--- src/rtl/regfile_scoreboard_if.sv ---
// Decode-stage register file bus: operand read ports, issue strobe,
// write-back port, flush and the registered pending-bit vector.
interface regfile_scoreboard_if #(
  parameter int DATA_W = 32,
  parameter int ADDR_W = 5,
  parameter int NUM_RD = 2
);
  logic [NUM_RD*ADDR_W-1:0] rd_addr;
  logic [NUM_RD*DATA_W-1:0] rd_data;
  logic [NUM_RD-1:0]        rd_busy;
  logic                     iss_valid;
  logic [ADDR_W-1:0]        iss_addr;
  logic                     wb_en;
  logic [ADDR_W-1:0]        wb_addr;
  logic [DATA_W-1:0]        wb_data;
  logic                     flush;
  logic [(1<<ADDR_W)-1:0]   busy_vec;

  // Pipeline side: drives addresses, issue, write-back and flush.
  modport master (
    output rd_addr, iss_valid, iss_addr, wb_en, wb_addr, wb_data, flush,
    input  rd_data, rd_busy, busy_vec
  );

  // Register file side.
  modport slave (
    input  rd_addr, iss_valid, iss_addr, wb_en, wb_addr, wb_data, flush,
    output rd_data, rd_busy, busy_vec
  );
endinterface

--- src/rtl/regfile_scoreboard.sv ---
// General-purpose register file with NUM_RD combinational read ports, one
// write-back port, optional write-through bypass and a per-register
// pending-write scoreboard used by decode hazard logic.
module regfile_scoreboard #(
  parameter int DATA_W   = 32,
  parameter int ADDR_W   = 5,
  parameter int NUM_RD   = 2,
  parameter int ZERO_REG = 1,
  parameter int BYPASS   = 1
) (
  input logic                 clk,
  input logic                 rst,
  regfile_scoreboard_if.slave bus
);

  localparam int DEPTH     = 1 << ADDR_W;
  localparam bit ZERO_EN   = (ZERO_REG != 0);
  localparam bit BYPASS_EN = (BYPASS != 0);

  logic [DATA_W-1:0]        mem [DEPTH];
  logic [DEPTH-1:0]         busy;
  logic [DEPTH-1:0]         busy_nxt;
  logic                     wr_ok;
  logic                     iss_ok;
  logic [NUM_RD*DATA_W-1:0] rd_data_c;
  logic [NUM_RD-1:0]        rd_busy_c;

  // Writes and issues to the hard-wired zero register are dropped.
  assign wr_ok  = bus.wb_en && !(ZERO_EN && bus.wb_addr == '0);
  assign iss_ok = bus.iss_valid && !(ZERO_EN && bus.iss_addr == '0);

  // Register array: write-back port, cleared on reset.
  // NOTE: the array is reset on purpose -- a mid-run reset must leave no
  // stale operand behind; this costs a clear per flop instead of a RAM macro.
  always_ff @(posedge clk or negedge rst) begin
    if (!rst) begin
      for (int i = 0; i < DEPTH; i++) mem[i] <= '0;
    end else if (wr_ok) begin
      // NOTE: sequential state uses non-blocking assignment so every flop
      // samples pre-edge values regardless of statement order.
      mem[bus.wb_addr] <= bus.wb_data;
    end
  end

  // Scoreboard next state: flush, then issue (younger producer), then write-back.
  // NOTE: busy_nxt gets its full default first so no path leaves it
  // unassigned, which would otherwise infer a latch.
  always_comb begin
    busy_nxt = busy;
    if (bus.flush) begin
      busy_nxt = '0;
    end else begin
      if (bus.wb_en) busy_nxt[bus.wb_addr] = 1'b0;
      if (iss_ok)    busy_nxt[bus.iss_addr] = 1'b1;
    end
  end

  // Scoreboard register.
  always_ff @(posedge clk or negedge rst) begin
    if (!rst) busy <= '0;
    else      busy <= busy_nxt;
  end

  // Per-port read path: zero register, then bypass, then array.
  for (genvar k = 0; k < NUM_RD; k++) begin : g_rd
    logic [ADDR_W-1:0] addr;
    logic              hit;
    logic              zero;

    assign addr = bus.rd_addr[k*ADDR_W +: ADDR_W];
    assign hit  = BYPASS_EN && bus.wb_en && (bus.wb_addr == addr);
    assign zero = ZERO_EN && (addr == '0);

    assign rd_data_c[k*DATA_W +: DATA_W] = (!rst || zero) ? '0
                                         : hit ? bus.wb_data : mem[addr];
    assign rd_busy_c[k] = rst && !zero && busy[addr] && !hit;
  end

  assign bus.rd_data  = rd_data_c;
  assign bus.rd_busy  = rd_busy_c;
  assign bus.busy_vec = busy;

endmodule
--- src/flat_wrapper.sv ---
// flat-port wrapper written by rule: the top's interface ports become plain ports
module regfile_scoreboard_flat 
#(
  parameter int DATA_W   = 32,
  parameter int ADDR_W   = 5,
  parameter int NUM_RD   = 2,
  parameter int ZERO_REG = 1,
  parameter int BYPASS   = 1
)
  (clk, rst, bus_rd_addr, bus_iss_valid, bus_iss_addr, bus_wb_en, bus_wb_addr, bus_wb_data, bus_flush, bus_rd_data, bus_rd_busy, bus_busy_vec);
  regfile_scoreboard_if #(.DATA_W(DATA_W), .ADDR_W(ADDR_W), .NUM_RD(NUM_RD)) bus_i ();
  input logic clk;
  input logic rst;
  input wire logic [$bits(bus_i.rd_addr)-1:0] bus_rd_addr;
  input wire logic [$bits(bus_i.iss_valid)-1:0] bus_iss_valid;
  input wire logic [$bits(bus_i.iss_addr)-1:0] bus_iss_addr;
  input wire logic [$bits(bus_i.wb_en)-1:0] bus_wb_en;
  input wire logic [$bits(bus_i.wb_addr)-1:0] bus_wb_addr;
  input wire logic [$bits(bus_i.wb_data)-1:0] bus_wb_data;
  input wire logic [$bits(bus_i.flush)-1:0] bus_flush;
  output wire logic [$bits(bus_i.rd_data)-1:0] bus_rd_data;
  output wire logic [$bits(bus_i.rd_busy)-1:0] bus_rd_busy;
  output wire logic [$bits(bus_i.busy_vec)-1:0] bus_busy_vec;
  assign bus_i.rd_addr = bus_rd_addr;
  assign bus_i.iss_valid = bus_iss_valid;
  assign bus_i.iss_addr = bus_iss_addr;
  assign bus_i.wb_en = bus_wb_en;
  assign bus_i.wb_addr = bus_wb_addr;
  assign bus_i.wb_data = bus_wb_data;
  assign bus_i.flush = bus_flush;
  assign bus_rd_data = bus_i.rd_data;
  assign bus_rd_busy = bus_i.rd_busy;
  assign bus_busy_vec = bus_i.busy_vec;
  regfile_scoreboard #(.DATA_W(DATA_W), .ADDR_W(ADDR_W), .NUM_RD(NUM_RD), .ZERO_REG(ZERO_REG), .BYPASS(BYPASS)) u_core (.clk(clk), .rst(rst), .bus(bus_i));
endmodule
--- config.mk ---
export PLATFORM = sky130hd
export DESIGN_NAME = regfile_scoreboard_flat
export DESIGN_NICKNAME = d
export VERILOG_FILES = /design/src/rtl/regfile_scoreboard_if.sv /design/src/rtl/regfile_scoreboard.sv /design/src/flat_wrapper.sv
export SDC_FILE = /design/constraint.sdc
export NUM_CORES = 2
export LEC_CHECK = 0
export CAP_MARGIN = 5
export CORE_ASPECT_RATIO = 0.7
export CORE_UTILIZATION = 35
export DETAILED_ROUTE_END_ITERATION = 10
export HOLD_SLACK_MARGIN = 0.03
export PLACE_DENSITY = 0.51
export SYNTH_ARGS = -nofsm -noshare
export SYNTH_HDL_FRONTEND = slang
export SYNTH_SLANG_ARGS = --single-unit
export TNS_END_PERCENT = 1
--- constraint.sdc ---
create_clock -name clk -period 4.55 [get_ports clk]
set_input_delay 0.455 -clock clk [delete_from_list [all_inputs] [get_ports clk]]
set_output_delay 0.455 -clock clk [all_outputs]
set_load 0.005 [all_outputs]
After elaboration in Yosys (flattened, before gate mapping)
Cells that the tools add are included.
{"block": "word_totals", "ff_bits": 1056, "latchBits": 0, "mem_bits_rw": 0, "mem_bits_ro": 0, "output_inout_bits": 98, "elab_cells": 102, "mem_count": 0}
{"block": "op_classes", "n_addsub": 0, "n_mul": 0, "div": 0, "magnitude_cmp": 10, "eq_ne": 2, "shift": 0, "mux": 25, "bitwise": 6, "n_reduce_logical": 26}
{"cell": "1024-bit bitwise mux", "n": 1}
{"cell": "32-bit 2-to-1 mux", "n": 13}
{"cell": "32-bit binary-select mux with 5-bit select", "n": 2}
{"cell": "32-bit demux with 5-bit select", "n": 1}
{"cell": "32-bit bitwise AND", "n": 1}
{"cell": "32-bit NOT", "n": 1}
{"cell": "32-bit OR", "n": 1}
{"cell": "5-bit by 6-bit less-than comparator with 1-bit output (second input constant)", "n": 4}
{"cell": "5-bit zero test", "n": 4}
{"cell": "6-bit greater-or-equal comparator (second input constant)", "n": 3}
{"cell": "5-bit NOT with 6-bit output", "n": 3}
{"cell": "1-bit logical AND", "n": 13}
{"cell": "1-bit binary-select mux with 5-bit select", "n": 2}
{"cell": "1-bit demux with 5-bit select", "n": 2}
{"cell": "5-bit == test", "n": 2}
{"cell": "5-bit by 1-bit greater-or-equal comparator with 1-bit output (second input constant)", "n": 2}
{"cell": "1-bit zero test", "n": 7}
{"cell": "6-bit by 1-bit less-than comparator with 1-bit output (second input constant)", "n": 1}
{"cell": "1-bit 2-to-1 mux", "n": 4}
{"cell": "1-bit logical OR", "n": 2}

Logic depth before layout (Yosys ltp)
{"block": "logic_depth", "ltp_word": 11, "mapped_depth": 9, "ltp_nobuf": 5}

Worst setup path after synthesis
OpenSTA, ideal clock, no wires.
{"block": "synth_timing", "path_kind": "input port to output port", "from": "input bus_rd_addr[5]", "to": "output bus_rd_data[39]", "arrival_ps": 2036, "required_time_ps": 4095, "slack_ps": 2059, "path_stages": 7, "n_path_buf": 3, "cell_sequence": "buf_6 buf_6 buf_2 mux4_2 a22oi_1 a21oi_1 a211o_1"}
{"block": "synth_via", "elab_chain_cells": 6, "word_cells_on_any_way": 10}
{"element": "start, declared", "line": "flat_wrapper.sv:14", "source": "input wire logic [$bits(bus_i.rd_addr)-1:0] bus_rd_addr;"}
{"element": "5-bit NOT with 6-bit output (implied by the code)", "line": "regfile_scoreboard.sv:75", "source": ": hit ? bus.wb_data : mem[addr];"}
{"element": "32-bit binary-select mux with 5-bit select", "line": "regfile_scoreboard.sv:75"}
{"element": "32-bit 2-to-1 mux (implied by the code) (2 in a row)", "line": "regfile_scoreboard.sv:75"}
{"element": "32-bit 2-to-1 mux", "line": "regfile_scoreboard.sv:75"}
{"element": "32-bit 2-to-1 mux (*)", "line": "regfile_scoreboard.sv:74", "source": "assign rd_data_c[k*DATA_W +: DATA_W] = (!rst || zero) ? '0"}
{"element": "end, declared", "line": "flat_wrapper.sv:21", "source": "output wire logic [$bits(bus_i.rd_data)-1:0] bus_rd_data;"}
Mark *: on every way between the ends. The rest lies on a longest branch, timed or not. The select of a mux whose other input is x is not followed.

Worst setup path in the final report
{"block": "layout_timing", "from": "input rst", "to": "output bus_rd_data[30]"}
{"block": "layout_via", "elab_chain_cells": 3}
{"element": "start, declared", "line": "flat_wrapper.sv:13", "source": "input logic rst;"}
{"element": "1-bit zero test (no line)"}
{"element": "1-bit logical OR", "line": "regfile_scoreboard.sv:74"}
{"element": "32-bit 2-to-1 mux", "line": "regfile_scoreboard.sv:74"}
Every way passes these cells.

==> run metrics <==
Crit Path Max Fanout=44; Layout Skew=0 ns; final-stage net count=4155; Pleak=28.3 nW; GRT Util Overall=0.241; total wire length=200000 um; Initial DRT Pass Iterations=5; TritonCTS clock tree=done; first-pass GRT wire length=290000 um; unrepaired setup endpoints after global routing=no; Rows=123; Hold Vio Cnt, Final=0; P per Cell Area=427 nW/um2; Async SR Flop Fraction=1.00; CTS clk-pin slew, worst paths=0.06 ns; critical path launch point type=primary input; max layer used=met5; Setup TNS=0 ns; initial antenna violation count=7; slew margin rel.=0.172; via count=38700; Core Box Area=161000 um2; #FFs+latches synth=1056; Detail Placement HPWL=118000 um; post-route ant nets=0; WP data arrival=3.79 ns; met1 WL=97300 um; Worst Hold Class=in2async; most frequent cells in the layout=dfrtp_1 (1056), mux2_2 (975), mux2i_1 (386); Remaining Overflow, GRT=0; total power=27.9 mW; Routed WL per cell=31.6 um; syn avg cell area=13.9 um2; FF+latch area=26400 um2; DR vias/cell=6.12; data required time of the worst path=4.09 ns; Max IR drop VDD=315 uV; min Tclk post-route=4.25 ns; largest net degree at the start of global routing=164; # clock sinks=1056; Clk Latency, worst-skew pair=0.74 ns; Most used DFF post-synth=dfrtp_1; die height=340 um; die width=485 um; Initial Utilization=0.354; Area Overhead vs Synth=14.4%; Cell Area, Synth=57200 um2; GP Congestion=0.827; layout cells sized above 1=0.419; Synth cell types=48; Crit. End Element=output pin; die footprint=165000 um2; yosys warns=0; metal3 WL=13200 um; syn_nets=4157; setup bufs post-CTS=0; final worst path period share=0.934; H-tree Lvls=3; Max-Cap Viols=0; max-slew violation count=0; CP Class=in2out; setup violators final=0; CTS buffer count=113; number of placed I/O pins=155; Fillers=14900; status=complete, no violations; number of synthesized flops with an enable pin=0; Syn Inst Count=4100; worst slew pin tran=1.24 ns; clk root buf=clkbuf_16; f_max=235 MHz; DRC Markers=0; post-synthesis sequential area ratio=0.462; vias in the first global route=38300; Port Buffers=154; commonest non-fill, non-tap cell in the layout=dfrtp_1; metal2 WL=84500 um; clock tree buffer depth=3; DRT iter0 DRCs=3929; area occupied by multi-input gates=28800 um2
-- worst max-delay path: stages --
cell	delay [ns]
dlygate4sd3_1	0.57
buf_8	0.32
a21boi_0	0.40
nor4bb_4	0.48
buf_4	0.46
nand2_1	0.09
o21ai_0	0.23
buf_4	0.20
clkdlybuf4s50_1	0.49
-- Yosys cell counts, drive strengths merged (5+ instances only) --
cell type  number  share of area
mux2          994           0.20
mux4          342           0.13
a22o           31         0.0047
o21ai          86         0.0075
nand3b          5        0.00066
nor3b           9         0.0012
a21oi         138          0.012
dfrtp        1056           0.46
nand2          38         0.0025
clkbuf        243          0.016
nor3           34         0.0030
o21bai         30         0.0039
nand2b         32         0.0035
buf           223          0.023
mux2i         386          0.068
a211o          61         0.0093
a22oi         110          0.014
xnor2           9         0.0014
nor2           44         0.0029
a221oi        188          0.029
-- state kept, by name, indices dropped and copies added, names as in the netlist --
register	flops
u_core.mem	1024
u_core.bus.busy_vec	32
-- layout make-up --
class | count | share of cell area
clock inverter | 47 | 0.0106
antenna | 2 | 0.0000765
timing repair buffer | 349 | 0.0548
clock buffer | 158 | 0.0499
sequential | 1056 | 0.404
multi-input combinational | 2573 | 0.440
inverter | 5 | 0.000401
tap | 2125 | 0.0406
-- logic make-up (layout without fill, tap and decap cells) --
group,after synthesis,count (layout),share of synthesized area
compound gates,657,657,0.0829
xor+xnor,10,10,0.00153
buf+inv,471,559,0.0394
flops,1056,1056,0.462
mux,1722,1722,0.398
other cells,0,2,0
simple gates,184,184,0.0163
-- path summary, 6_finish.rpt --
path / start / end / slack [ns] / cells past startpoint
worst min-delay path: rst / u_core.mem[124] / 0.18 / 2
worst max register to register: u_core.bus.busy_vec[0] / u_core.bus.busy_vec[0] / 3.33 / 2
worst min register to register: u_core.mem[1018] / u_core.mem[1018] / 0.39 / 0
worst max-delay path: rst / bus_rd_data[30] / 0.30 / 9
min in group clk: u_core.mem[1018] / u_core.mem[1018] / 0.39 / 0
max in group asynchronous: rst / u_core.mem[591] / 2.12 / 4
-- power by group --
group | internal [mW] | leakage [nW] | switching (mW)
clock | 5.89 | 1.96 | 4.15
sequential | 11.1 | 13.6 | 1.24
combinational | 3.17 | 12.8 | 2.34
-- metrics by stage --
step,std cells,hold slack (ns),worst slack (ns),instance area (um2),util
finish,6315,0.182,0.302,65400,0.405
global route,6315,0.203,0.218,65400,0.405
CTS,6313,0.168,0.386,65400,0.405
detailed placement,6107,0.383,0.453,61500,0.381
global placement,6107,0.377,0.436,61500,0.381
floorplan,4100,0.159,2.06,57200,-
-- repair_timing --
action,in CTS,in global routing
hold buffers,1,0
gates resized for setup,0,0
hold endpoints to repair,34,0
-- routing by layer --
layer,vias to the layer above,global-route usage
li1,15900,-
met1,21000,0.376
met2,1423,0.341
met3,257,0.0413
met4,2,0.0608
met5,-,0
Note: power is estimated with default switching activity, not from simulation.
